===== src/rtl/burst_gearbox_pkg.sv =====
// Shared types and sizing helpers for the burst gearbox (optional crop window: CROP_EN).
package burst_gearbox_pkg;

    typedef enum logic [1:0] {IDLE, RUN, DONE} state_t;

    localparam int DEF_PIXEL_BIT_WIDTH  = 10;
    localparam int DEF_PIXELS_PER_BURST = 10;
    localparam int DEF_PIXELS_PER_BEAT  = 2;
    localparam int DEF_BURST_W          = DEF_PIXEL_BIT_WIDTH * DEF_PIXELS_PER_BURST;
    localparam int DEF_BEAT_W           = DEF_PIXEL_BIT_WIDTH * DEF_PIXELS_PER_BEAT;

    function automatic int beats_per_burst(input int px_burst, input int px_beat);
        return px_burst / px_beat;
    endfunction

    function automatic int bursts_per_frame(input int rows, input int cols, input int px_burst);
        return rows * cols / px_burst;
    endfunction

    function automatic int beats_per_frame(input int rows, input int cols, input int px_beat);
        return rows * cols / px_beat;
    endfunction

    // Counter width that stays >= 1 for degenerate counts
    function automatic int cnt_w(input int n);
        return (n > 1) ? $clog2(n) : 1;
    endfunction

endpackage


===== src/rtl/burst_gearbox_if.sv =====
// Input burst stream and output beat stream of the burst gearbox.
interface burst_gearbox_if
    import burst_gearbox_pkg::*;
#(
    parameter int IN_W  = DEF_BURST_W,
    parameter int OUT_W = DEF_BEAT_W
);
    logic             s_axis_tvalid;
    logic             s_axis_tready;
    logic [IN_W-1:0]  s_axis_tdata;
    logic             m_axis_tvalid;
    logic             m_axis_tready;
    logic [OUT_W-1:0] m_axis_tdata;
    logic             m_axis_tuser;
    logic             m_axis_tlast;

    modport slave (
        input  s_axis_tvalid, s_axis_tdata, m_axis_tready,
        output s_axis_tready, m_axis_tvalid, m_axis_tdata, m_axis_tuser, m_axis_tlast
    );

    modport master (
        output s_axis_tvalid, s_axis_tdata, m_axis_tready,
        input  s_axis_tready, m_axis_tvalid, m_axis_tdata, m_axis_tuser, m_axis_tlast
    );
endinterface


===== src/rtl/burst_gearbox_slot_buffer.sv =====
// Two-slot (active/pending) burst store with beat-select mux.
module burst_slot_buffer
    import burst_gearbox_pkg::*;
#(
    parameter int BURST_W = DEF_BURST_W,
    parameter int BEAT_W  = DEF_BEAT_W,
    parameter int BEATS   = 5
) (
    input  logic               clk,
    input  logic               reset,
    input  logic               push,
    input  logic [BURST_W-1:0] push_data,
    input  logic               pop,
    output logic               act_vld,
    output logic               pend_vld_nxt,
    output logic [BEAT_W-1:0]  beat_data
);
    localparam int IDX_W = cnt_w(BEATS);

    logic [BURST_W-1:0] act_q, pend_q;
    logic               pend_vld;
    logic [IDX_W-1:0]   beat_idx;
    logic               act_free;

    // Active can take new data in the same cycle its last beat leaves
    assign act_free  = !act_vld || (pop && (beat_idx == IDX_W'(BEATS - 1)));
    assign beat_data = act_q[beat_idx*BEAT_W +: BEAT_W];

    always_comb begin
        pend_vld_nxt = pend_vld;
        if (push && !act_free)
            pend_vld_nxt = 1'b1;
        else if (act_free && pend_vld)
            pend_vld_nxt = 1'b0;
    end

    always_ff @(posedge clk) begin
        if (reset) begin
            act_q    <= '0;
            pend_q   <= '0;
            act_vld  <= 1'b0;
            pend_vld <= 1'b0;
            beat_idx <= '0;
        end else begin
            pend_vld <= pend_vld_nxt;
            if (push && !act_free)
                pend_q <= push_data;
            if (act_free) begin
                beat_idx <= '0;
                if (push) begin
                    act_q   <= push_data;
                    act_vld <= 1'b1;
                end else if (pend_vld) begin
                    act_q   <= pend_q;
                    act_vld <= 1'b1;
                end else begin
                    act_vld <= 1'b0;
                end
            end else if (pop) begin
                beat_idx <= beat_idx + 1'b1;
            end
        end
    end
endmodule


===== src/rtl/burst_gearbox.sv =====
// Wide-burst to narrow-beat gearbox with frame framing and coordinates.
// Optional crop window enabled by defining CROP_EN.
module burst_gearbox
    import burst_gearbox_pkg::*;
#(
    parameter int PIXEL_BIT_WIDTH  = DEF_PIXEL_BIT_WIDTH,
    parameter int PIXELS_PER_BURST = DEF_PIXELS_PER_BURST,
    parameter int PIXELS_PER_BEAT  = DEF_PIXELS_PER_BEAT,
    parameter int IN_ROWS          = 20,
    parameter int IN_COLS          = 20,
    parameter int OUT_ROWS         = 10,
    parameter int OUT_COLS         = 10
) (
    input  logic                       clk,
    input  logic                       reset,
    input  logic                       ap_start,
    output logic                       ap_done,
    output logic                       ap_idle,
    burst_gearbox_if.slave             bus,
    output logic [$clog2(IN_COLS)-1:0] cnt_col,
    output logic [$clog2(IN_ROWS)-1:0] cnt_row
);
    localparam int BEAT_W           = PIXEL_BIT_WIDTH * PIXELS_PER_BEAT;
    localparam int BURST_W          = PIXEL_BIT_WIDTH * PIXELS_PER_BURST;
    localparam int BEATS_PER_BURST  = beats_per_burst(PIXELS_PER_BURST, PIXELS_PER_BEAT);
    localparam int BURSTS_PER_FRAME = bursts_per_frame(IN_ROWS, IN_COLS, PIXELS_PER_BURST);
    localparam int ACC_W            = cnt_w(BURSTS_PER_FRAME + 1);
    localparam int CW               = $clog2(IN_COLS);
    localparam int RW               = $clog2(IN_ROWS);
    localparam logic [CW-1:0] COL_LAST = CW'(IN_COLS - PIXELS_PER_BEAT);
    localparam logic [RW-1:0] ROW_LAST = RW'(IN_ROWS - 1);

    if ((PIXELS_PER_BURST % PIXELS_PER_BEAT) != 0 || OUT_ROWS > IN_ROWS || OUT_COLS > IN_COLS)
    begin : g_bad_cfg
        $error("burst_gearbox: illegal parameter combination");
    end

    state_t           state, state_nxt;
    logic [ACC_W-1:0] acc, acc_nxt;
    logic             s_ready_q, push, pop, act_vld, pend_vld_nxt, in_win, frame_last;
    logic [BEAT_W-1:0] beat_data;

`ifdef CROP_EN
    localparam logic [CW-1:0] TLAST_COL = CW'(OUT_COLS - PIXELS_PER_BEAT);
    assign in_win = (int'(cnt_row) < OUT_ROWS) && (int'(cnt_col) < OUT_COLS);
`else
    localparam logic [CW-1:0] TLAST_COL = COL_LAST;
    assign in_win = 1'b1;
`endif

    assign push                = bus.s_axis_tvalid && s_ready_q;
    assign bus.s_axis_tready   = s_ready_q;
    assign bus.m_axis_tvalid   = act_vld && in_win;
    assign bus.m_axis_tdata    = beat_data;
    assign bus.m_axis_tuser    = bus.m_axis_tvalid && (cnt_row == '0) && (cnt_col == '0);
    assign bus.m_axis_tlast    = bus.m_axis_tvalid && (cnt_col == TLAST_COL);
    // Out-of-window beats leave without a handshake, one per cycle
    assign pop        = (bus.m_axis_tvalid && bus.m_axis_tready) || (act_vld && !in_win);
    assign frame_last = pop && (cnt_row == ROW_LAST) && (cnt_col == COL_LAST);

    burst_slot_buffer #(
        .BURST_W (BURST_W),
        .BEAT_W  (BEAT_W),
        .BEATS   (BEATS_PER_BURST)
    ) u_slots (
        .clk          (clk),
        .reset        (reset),
        .push         (push),
        .push_data    (bus.s_axis_tdata),
        .pop          (pop),
        .act_vld      (act_vld),
        .pend_vld_nxt (pend_vld_nxt),
        .beat_data    (beat_data)
    );

    always_comb begin
        state_nxt = state;
        case (state)
            IDLE:    if (ap_start) state_nxt = RUN;
            RUN:     if (frame_last) state_nxt = DONE;
            default: state_nxt = IDLE;
        endcase
        acc_nxt = (state == IDLE) ? '0 : acc + ACC_W'(push);
    end

    always_ff @(posedge clk) begin
        if (reset) begin
            state     <= IDLE;
            acc       <= '0;
            s_ready_q <= 1'b0;
            ap_done   <= 1'b0;
            ap_idle   <= 1'b1;
            cnt_col   <= '0;
            cnt_row   <= '0;
        end else begin
            state   <= state_nxt;
            acc     <= acc_nxt;
            ap_done <= (state_nxt == DONE);
            ap_idle <= (state_nxt == IDLE);
            // Registered ready, from next-cycle pending occupancy and burst quota
            s_ready_q <= (state_nxt == RUN) && !pend_vld_nxt &&
                         (acc_nxt < ACC_W'(BURSTS_PER_FRAME));
            if (frame_last) begin
                cnt_col <= '0;
                cnt_row <= '0;
            end else if (pop) begin
                if (cnt_col == COL_LAST) begin
                    cnt_col <= '0;
                    cnt_row <= cnt_row + 1'b1;
                end else begin
                    cnt_col <= cnt_col + CW'(PIXELS_PER_BEAT);
                end
            end
        end
    end
endmodule


===== src/flat_wrapper.sv =====
// flat-port wrapper written by rule: the top's interface ports become plain ports
module burst_gearbox_flat import burst_gearbox_pkg::*;
#(
    parameter int PIXEL_BIT_WIDTH  = DEF_PIXEL_BIT_WIDTH,
    parameter int PIXELS_PER_BURST = DEF_PIXELS_PER_BURST,
    parameter int PIXELS_PER_BEAT  = DEF_PIXELS_PER_BEAT,
    parameter int IN_ROWS          = 20,
    parameter int IN_COLS          = 20,
    parameter int OUT_ROWS         = 10,
    parameter int OUT_COLS         = 10
)
  (clk, reset, ap_start, ap_done, ap_idle, cnt_col, cnt_row, bus_s_axis_tvalid, bus_s_axis_tdata, bus_m_axis_tready, bus_s_axis_tready, bus_m_axis_tvalid, bus_m_axis_tdata, bus_m_axis_tuser, bus_m_axis_tlast);
  burst_gearbox_if #(.IN_W(100), .OUT_W(20)) bus_i ();
  input  logic clk;
  input  logic reset;
  input  logic ap_start;
  output logic ap_done;
  output logic ap_idle;
  output logic [$clog2(IN_COLS)-1:0] cnt_col;
  output logic [$clog2(IN_ROWS)-1:0] cnt_row;
  input wire logic [$bits(bus_i.s_axis_tvalid)-1:0] bus_s_axis_tvalid;
  input wire logic [$bits(bus_i.s_axis_tdata)-1:0] bus_s_axis_tdata;
  input wire logic [$bits(bus_i.m_axis_tready)-1:0] bus_m_axis_tready;
  output wire logic [$bits(bus_i.s_axis_tready)-1:0] bus_s_axis_tready;
  output wire logic [$bits(bus_i.m_axis_tvalid)-1:0] bus_m_axis_tvalid;
  output wire logic [$bits(bus_i.m_axis_tdata)-1:0] bus_m_axis_tdata;
  output wire logic [$bits(bus_i.m_axis_tuser)-1:0] bus_m_axis_tuser;
  output wire logic [$bits(bus_i.m_axis_tlast)-1:0] bus_m_axis_tlast;
  assign bus_i.s_axis_tvalid = bus_s_axis_tvalid;
  assign bus_i.s_axis_tdata = bus_s_axis_tdata;
  assign bus_i.m_axis_tready = bus_m_axis_tready;
  assign bus_s_axis_tready = bus_i.s_axis_tready;
  assign bus_m_axis_tvalid = bus_i.m_axis_tvalid;
  assign bus_m_axis_tdata = bus_i.m_axis_tdata;
  assign bus_m_axis_tuser = bus_i.m_axis_tuser;
  assign bus_m_axis_tlast = bus_i.m_axis_tlast;
  burst_gearbox #(.PIXEL_BIT_WIDTH(PIXEL_BIT_WIDTH), .PIXELS_PER_BURST(PIXELS_PER_BURST), .PIXELS_PER_BEAT(PIXELS_PER_BEAT), .IN_ROWS(IN_ROWS), .IN_COLS(IN_COLS), .OUT_ROWS(OUT_ROWS), .OUT_COLS(OUT_COLS)) u_core (.clk(clk), .reset(reset), .ap_start(ap_start), .ap_done(ap_done), .ap_idle(ap_idle), .bus(bus_i), .cnt_col(cnt_col), .cnt_row(cnt_row));
endmodule

===== config.mk =====
export PLATFORM = sky130hd
export DESIGN_NAME = burst_gearbox_flat
export DESIGN_NICKNAME = d
export VERILOG_FILES = /design/src/rtl/burst_gearbox_pkg.sv /design/src/rtl/burst_gearbox_if.sv /design/src/rtl/burst_gearbox_slot_buffer.sv /design/src/rtl/burst_gearbox.sv /design/src/flat_wrapper.sv
export SDC_FILE = /design/constraint.sdc
export NUM_CORES = 1
export LEC_CHECK = 0
export CORE_MARGIN = 2
export CORE_UTILIZATION = 50
export CTS_CLUSTER_DIAMETER = 200
export DETAILED_ROUTE_END_ITERATION = 12
export PLACE_DENSITY = 0.72
export SYNTH_ARGS = -nofsm -noshare
export SYNTH_HDL_FRONTEND = slang
export SYNTH_SLANG_ARGS = --single-unit

===== constraint.sdc =====
create_clock -name clk -period 2.95 [get_ports clk]
set_clock_uncertainty 0.15 [all_clocks]
set_input_delay 0.295 -clock clk [delete_from_list [all_inputs] [get_ports clk]]
set_output_delay 0.295 -clock clk [all_outputs]
set_load 0.01 [all_outputs]

==> metrics, run 1 <==
number of synthesized flops with an enable pin 0; warnings from Yosys 0; Synth Area in Adders 0.872%; Post-Synth Simple-Gate Area 15.5%; Final setup viols 0; crit path time final 2.77 ns; syn avg cell area 9.11 µm²; routed vias 8017; CTS Sinks 225; #FFs+latches synth 225; Placed Instances 1431; Post-CTS Setup Bufs 0; status completed; largest net degree at the start of global routing 101; register area 0.00451 mm²; critical path peak fanout 23; die width 146 µm; Power Density 583 mW/mm²; Root Driver clkbuf_16; Leak 4.00 nW; sequential share of the synthesized area 44.8%; Fill cells 1634; initial antenna violation count 1; Critical Path RT 2.51 ns; worst hold path class primary input to flip-flop; arrival time worst endpoint 2.32 ns; Mapped Cells 1103; synth unique cells 44; 1st-iter DRT viols 499; CP max-delay cell clkdlybuf4s50_1; Total GRT Usage 23.4%; Setup TNS Final 0 ns; Final Max Tran Viols 0; post-synthesis async set-or-reset flop share 0%; XOR/XNOR Fraction of Synth Area 0.872%; area of the multi-input gates 0.00502 mm²; final count of hold timing violations 0; worst slew margin relative to its limit 54.1%; Layout Cells excl Fill 1475; CP max stage delay 0.58 ns; nets 1305; Routed WL 25400 µm; Ports 141; clk slew on worst S/H paths 0.06 ns; TritonCTS clock tree built; CTS H-Tree Depth 1; Post-Syn Area 0.0100 mm²; grt ovf 0; fin crit share 93.7%; First-pass DRT Iterations 7; FP Rows 51; drt drc 0; element type at the critical path start flip-flop; die area 0.0212 mm²; number of nets with antenna violations after routing 0; Initial Util 51.3%; main combinational cell family by area after synthesis compound AO/OA/AOI/OAI gates; Detailed Place HPWL 17000 µm; port bufs 139; Worst-Margin Slew 0.689 ns; WL per Instance 17.2 µm; post-DR vias/cell 5.44; share of cells above drive strength 1 12.4%; net count after synthesis 1215; maximum vdd drop 452 µV; Longest Clk Path Bufs 3; post-synthesis mux area share 14.6%; gpl congestion 0.837; Critical Path Sink Type primary output; CP cell instances buf_12, inv_2, and3_2, nand2_1, o21ai_1, clkdlybuf4s50_1; CTS Buf Count 25; core area 0.0196 mm²; vias in the first global route 7495; Max-Cap Viols 0; Area Overhead vs Synth 23.8%; FMAX 0.362 GHz; die span in y 146 µm; CP Class flip-flop to primary output; Compound-Gate Fraction of Synth Area 17.8%; Synth Flop Type dfxtp_1; Clk Latency, worst-skew pair 0.51 ns; RSZ-0062 raised after global routing false; first-pass GRT wire length 40300 µm
==> kinds of logic (layout without fill, tap and decap cells) <==
logic type | count (synthesis) | count (layout)
AOI/OAI and AO/OA | 237 | 237
xor gates and xnor gates | 10 | 10
adders and majority gates | 7 | 7
buffers and inverters | 117 | 223
DFF | 225 | 225
muxes | 122 | 122
other | 1 | 2
and+or+nand+nor | 384 | 384
==> worst max-delay path: cells and delay by family, from the launching register on <==
family                 cells  cell delay [ns]
flip-flops                 1             0.32
buffers and inverters      3             0.81
AND/OR/NAND/NOR            2             0.52
AO/OA/AOI/OAI              1             0.15
==> Yosys cell counts, drive strengths merged (2+ instances only) <==
master	count	share of area (%)
nor2b	2	0.12
or3	2	0.12
and3	3	0.19
nor4	2	0.12
nand3	8	0.45
a31oi	2	0.12
dfxtp	225	45
a211oi	100	11
clkbuf	26	0.97
mux4	20	4.5
nand2	229	8.6
ha	7	0.87
inv	26	0.97
nor3	5	0.25
nand4	2	0.27
buf	65	3.5
xor2	4	0.35
xnor2	6	0.52
nand2b	3	0.19
o21ai	22	1.1
nor2	119	4.4
a21oi	108	5.4
mux2i	102	10
and2	3	0.19
==> final cells by class <==
class / count / share of cell area (%)
clock buffers: 38 / 6.07
multi-input cells: 761 / 40.4
well taps: 265 / 2.67
flip-flops and latches: 225 / 36.2
clock inverters: 5 / 0.805
diodes: 1 / 0.0201
inverters: 26 / 0.785
repair buffers: 154 / 13.0
==> sequential cells by signal (all words and copies together), names as in the netlist, 2 cells and up <==
register and cells:
u_core.state 2, u_core.cnt_col 4, u_core.u_slots.pend_q 100, u_core.u_slots.act_q 100, u_core.acc 6, u_core.cnt_row 5, u_core.u_slots.beat_idx 3
==> power by group <==
| group | switching (mW) | leakage (nW) | internal, mW |
|---|---|---|---|
| clock network | 1.19 | 0.422 | 2.01 |
| logic | 0.399 | 1.75 | 0.382 |
| registers | 0.101 | 1.83 | 3.16 |
==> timing repair <==
action,4_1_cts,5_1_grt
endpoints found under the setup margin,11,1
gates resized for setup,1,1
hold buffers,0,0
==> through the flow <==
stage	power [mW]	hold slack (ns)	setup WS, ns	utilization (%)	cell area [µm²]
floorplan	3.75	0.281	0.730	-	10000
global placement	4.09	0.291	0.496	59.1	11600
detailed placement	4.10	0.296	0.475	59.1	11600
CTS	7.29	0.105	0.108	63.4	12400
global route	7.47	0.142	0.0258	63.5	12400
finish	7.24	0.120	0.185	63.5	12400
==> worst paths after layout <==
kind	start	to	slack [ns]	cells past startpoint
worst min-delay path	reset	u_core.cnt_col[4]	0.12	2
worst max register to register	u_core.u_slots.beat_idx[1]	u_core.u_slots.act_q[28]	0.55	8
worst min register to register	u_core.u_slots.pend_q[42]	u_core.u_slots.pend_q[42]	0.30	2
worst max-delay path	u_core.u_slots.beat_idx[1]	bus_m_axis_tdata[9]	0.18	6
==> cell usage in the layout (no fill, tap or decap), types with 3 or more instances in the layout <==
master,instances
bufinv_16,3
clkbuf_16,25
buf_12,9
nand3_1,6
nand2_1,229
nor3_1,5
ha_1,7
a211oi_2,62
dfxtp_1,224
clkbuf_8,8
nor2_1,119
nand2b_1,3
xnor2_1,6
clkbuf_1,5
mux2i_1,102
clkdlybuf4s50_1,138
inv_1,25
mux4_2,20
buf_4,6
o21ai_1,20
xor2_1,4
a211oi_1,38
a21oi_1,107
==> routing by layer <==
layer  GRT usage [%]  share of wire (%)  up-vias
li1                -                  -     3973
met1            32.2                 44     3730
met2            37.1                 46      266
met3            5.17                7.4       48
met4            6.47                2.5        0
met5               0                  0        -
Note: power is estimated with default switching activity, not from simulation.
==> inputs of run 2 (changes only) <==
--- a/config.mk
+++ b/config.mk
@@ -5,6 +5,7 @@
 export SDC_FILE = /design/constraint.sdc
 export NUM_CORES = 1
 export LEC_CHECK = 0
+export CAP_MARGIN = 0
 export CORE_MARGIN = 2
 export CORE_UTILIZATION = 50
 export CTS_CLUSTER_DIAMETER = 200
==> results of run 2 <==
No change in the layout: final DEF, timing and power equal those of run 1.
